## config.mk

```make
export PLATFORM = sky130hd
export DESIGN_NAME = sprite_anim_ctrl
export DESIGN_NICKNAME = d
export VERILOG_FILES = /design/src/rtl/sprite_anim_ctrl.sv
export SDC_FILE = /design/constraint.sdc
export NUM_CORES = 1
export LEC_CHECK = 0
export ABC_AREA = 1
export BUFFER_PORTS_ARGS = -buffer_cell sky130_fd_sc_hd__buf_2
export CAP_MARGIN = 20
export CELL_PAD_IN_SITES_DETAIL_PLACEMENT = 0
export CELL_PAD_IN_SITES_GLOBAL_PLACEMENT = 2
export CORE_UTILIZATION = 26
export DETAILED_ROUTE_END_ITERATION = 10
export PLACE_DENSITY_LB_ADDON = 0.1
export REMOVE_ABC_BUFFERS = 1
export SYNTH_ARGS = -nofsm -noshare
export SYNTH_HDL_FRONTEND = slang
export SYNTH_SLANG_ARGS = --single-unit
```

## constraint.sdc

```tcl
create_clock -name clk -period 2 [get_ports clk]
set_input_delay 0.1 -clock clk [delete_from_list [all_inputs] [get_ports clk]]
set_output_delay 0.1 -clock clk [all_outputs]
set_load 0.1 [all_outputs]
```

## src/rtl/sprite_anim_ctrl.sv

```systemverilog
// Sprite-sheet animation controller: turns a one-hot direction request and a
// per-video-frame tick into registered row/column offsets for the sprite ROM.
module sprite_anim_ctrl #(
  parameter int TILE      = 16,
  parameter int FRAMES    = 4,
  parameter int TICK_DIV  = 6,
  parameter int MIRROR_LR = 0,
  parameter int OFF_W     = 9,
  localparam int FW       = $clog2(FRAMES)
) (
  input  logic             clk,
  input  logic             rst_n,
  input  logic             frame_tick,
  input  logic [3:0]       dir_in,
  input  logic             freeze,
  output logic [OFF_W-1:0] hoffset,
  output logic [OFF_W-1:0] voffset,
  output logic             hflip,
  output logic             walking,
  output logic [FW-1:0]    frame_idx
);

  localparam int TW = $clog2(TICK_DIV + 1);

  typedef enum logic [0:0] {
    IDLE = 1'b0,
    WALK = 1'b1
  } state_t;

  state_t           state_r, state_nxt_s;
  logic [1:0]       dir_r, dir_nxt_s;
  logic [TW-1:0]    tcnt_r, tcnt_nxt_s;
  logic [FW-1:0]    frame_r, frame_nxt_s;
  logic             valid_s;
  logic [1:0]       req_dir_s;
  logic [1:0]       row_s;
  logic             flip_s;
  logic [OFF_W-1:0] hoffset_r, voffset_r;
  logic             hflip_r, walking_r;

  // Decode the one-hot request into the dir encoding (down=0, up=1, left=2, right=3)
  always_comb begin
    valid_s   = 1'b1;
    req_dir_s = 2'd0;
    case (dir_in)
      4'b1000: req_dir_s = 2'd1;
      4'b0100: req_dir_s = 2'd0;
      4'b0010: req_dir_s = 2'd2;
      4'b0001: req_dir_s = 2'd3;
      default: valid_s   = 1'b0;
    endcase
  end

  // Next-state logic: leaving WALK and direction changes take priority over ticks
  always_comb begin
    state_nxt_s = state_r;
    dir_nxt_s   = dir_r;
    tcnt_nxt_s  = tcnt_r;
    frame_nxt_s = frame_r;
    if (freeze) begin
      state_nxt_s = state_r;
    end else begin
      case (state_r)
        IDLE: begin
          if (valid_s) begin
            state_nxt_s = WALK;
            dir_nxt_s   = req_dir_s;
            tcnt_nxt_s  = {TW{1'b0}};
            frame_nxt_s = FW'(1);
          end else begin
            tcnt_nxt_s  = {TW{1'b0}};
            frame_nxt_s = {FW{1'b0}};
          end
        end
        WALK: begin
          if (!valid_s) begin
            state_nxt_s = IDLE;
            tcnt_nxt_s  = {TW{1'b0}};
            frame_nxt_s = {FW{1'b0}};
          end else if (req_dir_s != dir_r) begin
            dir_nxt_s   = req_dir_s;
            tcnt_nxt_s  = {TW{1'b0}};
            frame_nxt_s = FW'(1);
          end else if (frame_tick) begin
            if (tcnt_r == TW'(TICK_DIV - 1)) begin
              tcnt_nxt_s  = {TW{1'b0}};
              frame_nxt_s = (frame_r == FW'(FRAMES - 1)) ? {FW{1'b0}} : frame_r + FW'(1);
            end else begin
              tcnt_nxt_s  = tcnt_r + TW'(1);
            end
          end else begin
            tcnt_nxt_s = tcnt_r;
          end
        end
        default: begin
          state_nxt_s = IDLE;
          tcnt_nxt_s  = {TW{1'b0}};
          frame_nxt_s = {FW{1'b0}};
        end
      endcase
    end
  end

  // Row selection; mirror mode folds right-facing onto the left row
  always_comb begin
    row_s  = dir_nxt_s;
    flip_s = 1'b0;
    if ((MIRROR_LR != 0) && (dir_nxt_s == 2'd3)) begin
      row_s  = 2'd2;
      flip_s = 1'b1;
    end else begin
      row_s  = dir_nxt_s;
      flip_s = 1'b0;
    end
  end

  // State and output registers; outputs are built from next-state values
  always_ff @(posedge clk or negedge rst_n) begin
    if (!rst_n) begin
      state_r   <= IDLE;
      dir_r     <= 2'd0;
      tcnt_r    <= {TW{1'b0}};
      frame_r   <= {FW{1'b0}};
      hoffset_r <= {OFF_W{1'b0}};
      voffset_r <= {OFF_W{1'b0}};
      hflip_r   <= 1'b0;
      walking_r <= 1'b0;
    end else begin
      state_r   <= state_nxt_s;
      dir_r     <= dir_nxt_s;
      tcnt_r    <= tcnt_nxt_s;
      frame_r   <= frame_nxt_s;
      hoffset_r <= OFF_W'(32'(frame_nxt_s) * 32'(TILE));
      voffset_r <= OFF_W'(32'(row_s) * 32'(TILE));
      hflip_r   <= flip_s;
      walking_r <= (state_nxt_s == WALK);
    end
  end

  assign hoffset   = hoffset_r;
  assign voffset   = voffset_r;
  assign hflip     = hflip_r;
  assign walking   = walking_r;
  assign frame_idx = frame_r;

endmodule

```

==> metrics <==
outcome=finished, final reports clean; core area=between 2000 and 3000 um^2; H-tree Lvls=1; critical path type=flip-flop to flip-flop; Post-CTS Resized=0; chip width=~56 um; share of the synthesized area in the top cell type=0.262; crit path launch type=flip-flop; hold depth=2; Synth Register Bits=8; GR Overflow Total=0; Hold WC Path Type=primary input to flip-flop; First DRT Iteration DRCs=31; gpl congestion=between 0.7 and 0.8; drt wl/cell=about 9.4 um; clock-pin slew on the worst setup and hold paths=around 0.050 ns; worst reg-to-reg setup slack=approximately 0.73 ns; EDFF count, synth=0; WHS Endpoint=voffset[5]$_DFFE_PN0P_; first-pass GRT wire length=~2.4 mm; row cnt=19; R2R cell count=9; Avg Synthesized Cell Area=between 6 and 7 um^2; WL final=between 1.5 and 2 mm; worst-path cell chain=inv_1 > nand4_1 > nand2_1 > nor2_4 > nand3_2 > nand2_4 > nor2_2 > nand2_1 > nand2_1; maximum clock insertion buffer count=2; Clock Root Buffer=clkbuf_4; grt met2 use=0.162; DRT antenna net count=0; slowest CP cell=dfrtp_1; met1 Track Usage GR=0.119; final hold violations=0; Clock Latency Late Sink=roughly 0.25 ns; full die area=approximately 3200 um^2; Pre-antenna DRT Iters=4; Max Cap Violations=0; Top cell by count, worst path=nand2_1; IO buf count=14; f_max=between 700 and 800 MHz; Nets=between 100 and 150; CTS tree=built; unique cell type count in the Yosys netlist=20; CP required=~2.1 ns; Num CTS Buffers=3; Post-Syn Area=approximately 760 um^2; initial antenna violation count=0; Post-DP HPWL=roughly 1.3 mm; CP endpoint kind=flip-flop; register area share after synthesis=0.262; Final Util=0.299; Worst path max stage delay=~0.40 ns; Final min period=1.27 ns; GRT Overall Usage=0.0986; R2R Path Start=voffset[5]$_DFFE_PN0P_; largest net degree at the start of global routing=9; clock sink total=8; Synth Instances=roughly 110; Yosys top cell by area=dfrtp_1; Area Growth Syn to Fin=8.67%; endpoints failing setup=0; Diodes inserted=0; CP max FO=7; vias in the first global route=578; via count=665; RSZ-0062 raised after global routing=false; Initial Utilization=0.275; met3 Use GR=0.0163; Top FF cell, synth=dfrtp_1; Period Utilization, post-route=0.634; total setup buffers inserted after CTS=0; I/O pin count=30; cell with the most instances after synthesis=nand2_1; WP data arrival=between 1 and 1.5 ns; DRC viols=0; layer with the highest usage=met2; top cells by area, synth=dfrtp_1 26%, buf_4 17%, nand2_1 13%; Worst Hold Launch=freeze; Hold Slack=approximately 0.072 ns; pins over their slew limit=0; Pleak=0.464 nW; Crit Reg-Reg Endpoint=hoffset[4]$_DFFE_PN0P_; Pwr Density=about 810 nW/um^2; Vias/cell=4.16; Commonest cells post-synth=27 x nand2_1, 17 x buf_4, 14 x inv_1; Synth async-reset ratio=1.00; layout cell share with drive strength beyond 1=0.264; overall die height=56.2 um; synthesis warning total=0; Max IR drop VDD=about 0.39 mV; Setup Skew=0.00173 ns
==> power breakdown <==
group	switching [mW]	internal, mW	leakage, nW
Clock	0.0520	0.0685	0.0138
Sequential	0.0145	0.174	0.108
Combinational	0.310	0.0516	0.342
==> registers in the layout, indices dropped and copies added (netlist names) <==
name,flops
tcnt_r,3
voffset,2
walking,1
hoffset,2
==> cell usage in the layout, fill, tap and decap left out, drive strengths merged, types with 2 or more instances in the layout <==
master / count
a21oi: 2
buf: 14
clkbuf: 3
conb: 15
dfrtp: 8
inv: 17
nand2: 33
nand3: 10
nand4: 3
nor2: 13
o21ai: 6
==> cells by family (layout without fill, tap and decap cells) <==
family / count (synthesis) / after routing / synth area share
adder cells (fa/ha/maj): 1 / 1 / 0.0164
AO/OA/AOI/OAI: 8 / 8 / 0.0524
flip-flops: 8 / 8 / 0.262
other: 1 / 15 / 0.00491
buffers and inverters: 34 / 35 / 0.250
AND/OR/NAND/NOR: 61 / 61 / 0.403
XOR/XNOR: 1 / 1 / 0.0115
==> final cells by class <==
type,count,area [um^2]
Inverter,17,63.8
Multi-Input combinational cell,86,425
Tap cell,31,38.8
Fill cell,327,1950
Clock buffer,3,22.5
Sequential cell,8,200
Timing Repair Buffer,15,80.1
==> critical path: cells and delay by family, from the launching register on <==
kind,cells,cell delay (ns)
and+or+nand+nor,8,0.70
buffers and inverters,1,0.06
DFF,1,0.40
==> worst max path at each step <==
stage	startpoint	to	slack (ns)	depth (start not counted)
finish	voffset[5]$_DFFE_PN0P_	hoffset[4]$_DFFE_PN0P_	0.73	9
global route	voffset[5]$_DFFE_PN0P_	hoffset[5]$_DFFE_PN0P_	0.57	9
CTS	voffset[5]$_DFFE_PN0P_	hoffset[4]$_DFFE_PN0P_	0.72	9
detailed placement	dir_in[2]	hoffset[4]$_DFFE_PN0P_	0.72	11
global placement	dir_in[2]	hoffset[4]$_DFFE_PN0P_	0.66	11
floorplan	hoffset[4]$_DFFE_PN0P_	hoffset[4]$_DFFE_PN0P_	-0.30	7
==> layer usage <==
layer	share of wire	vias to the layer above	wire, um
li1	-	352	-
met1	0.47	290	703
met2	0.47	19	713
met3	0.042	4	63
met4	0.014	0	21
met5	0	-	0
==> per-stage QoR <==
| step | total power, mW | cells | cell area [um^2] | setup WS (ns) | setup TNS [ns] |
|---|---|---|---|---|---|
| floorplan | 0.503 | 111 | 689 | -0.301 | -0.590 |
| global placement | 0.556 | 156 | 798 | 0.659 | 0 |
| detailed placement | 0.553 | 156 | 798 | 0.719 | 0 |
| CTS | 0.684 | 160 | 831 | 0.719 | 0 |
| global route | 0.712 | 160 | 831 | 0.570 | 0 |
| finish | 0.671 | 160 | 831 | 0.732 | 0 |
==> what timing repair did <==
item / CTS / global route
hold endpoints to repair: 8 / 0
hold buffers: 1 / 0
setup endpoints to repair: 0 / 0
Power figures use the tool's default switching activity.
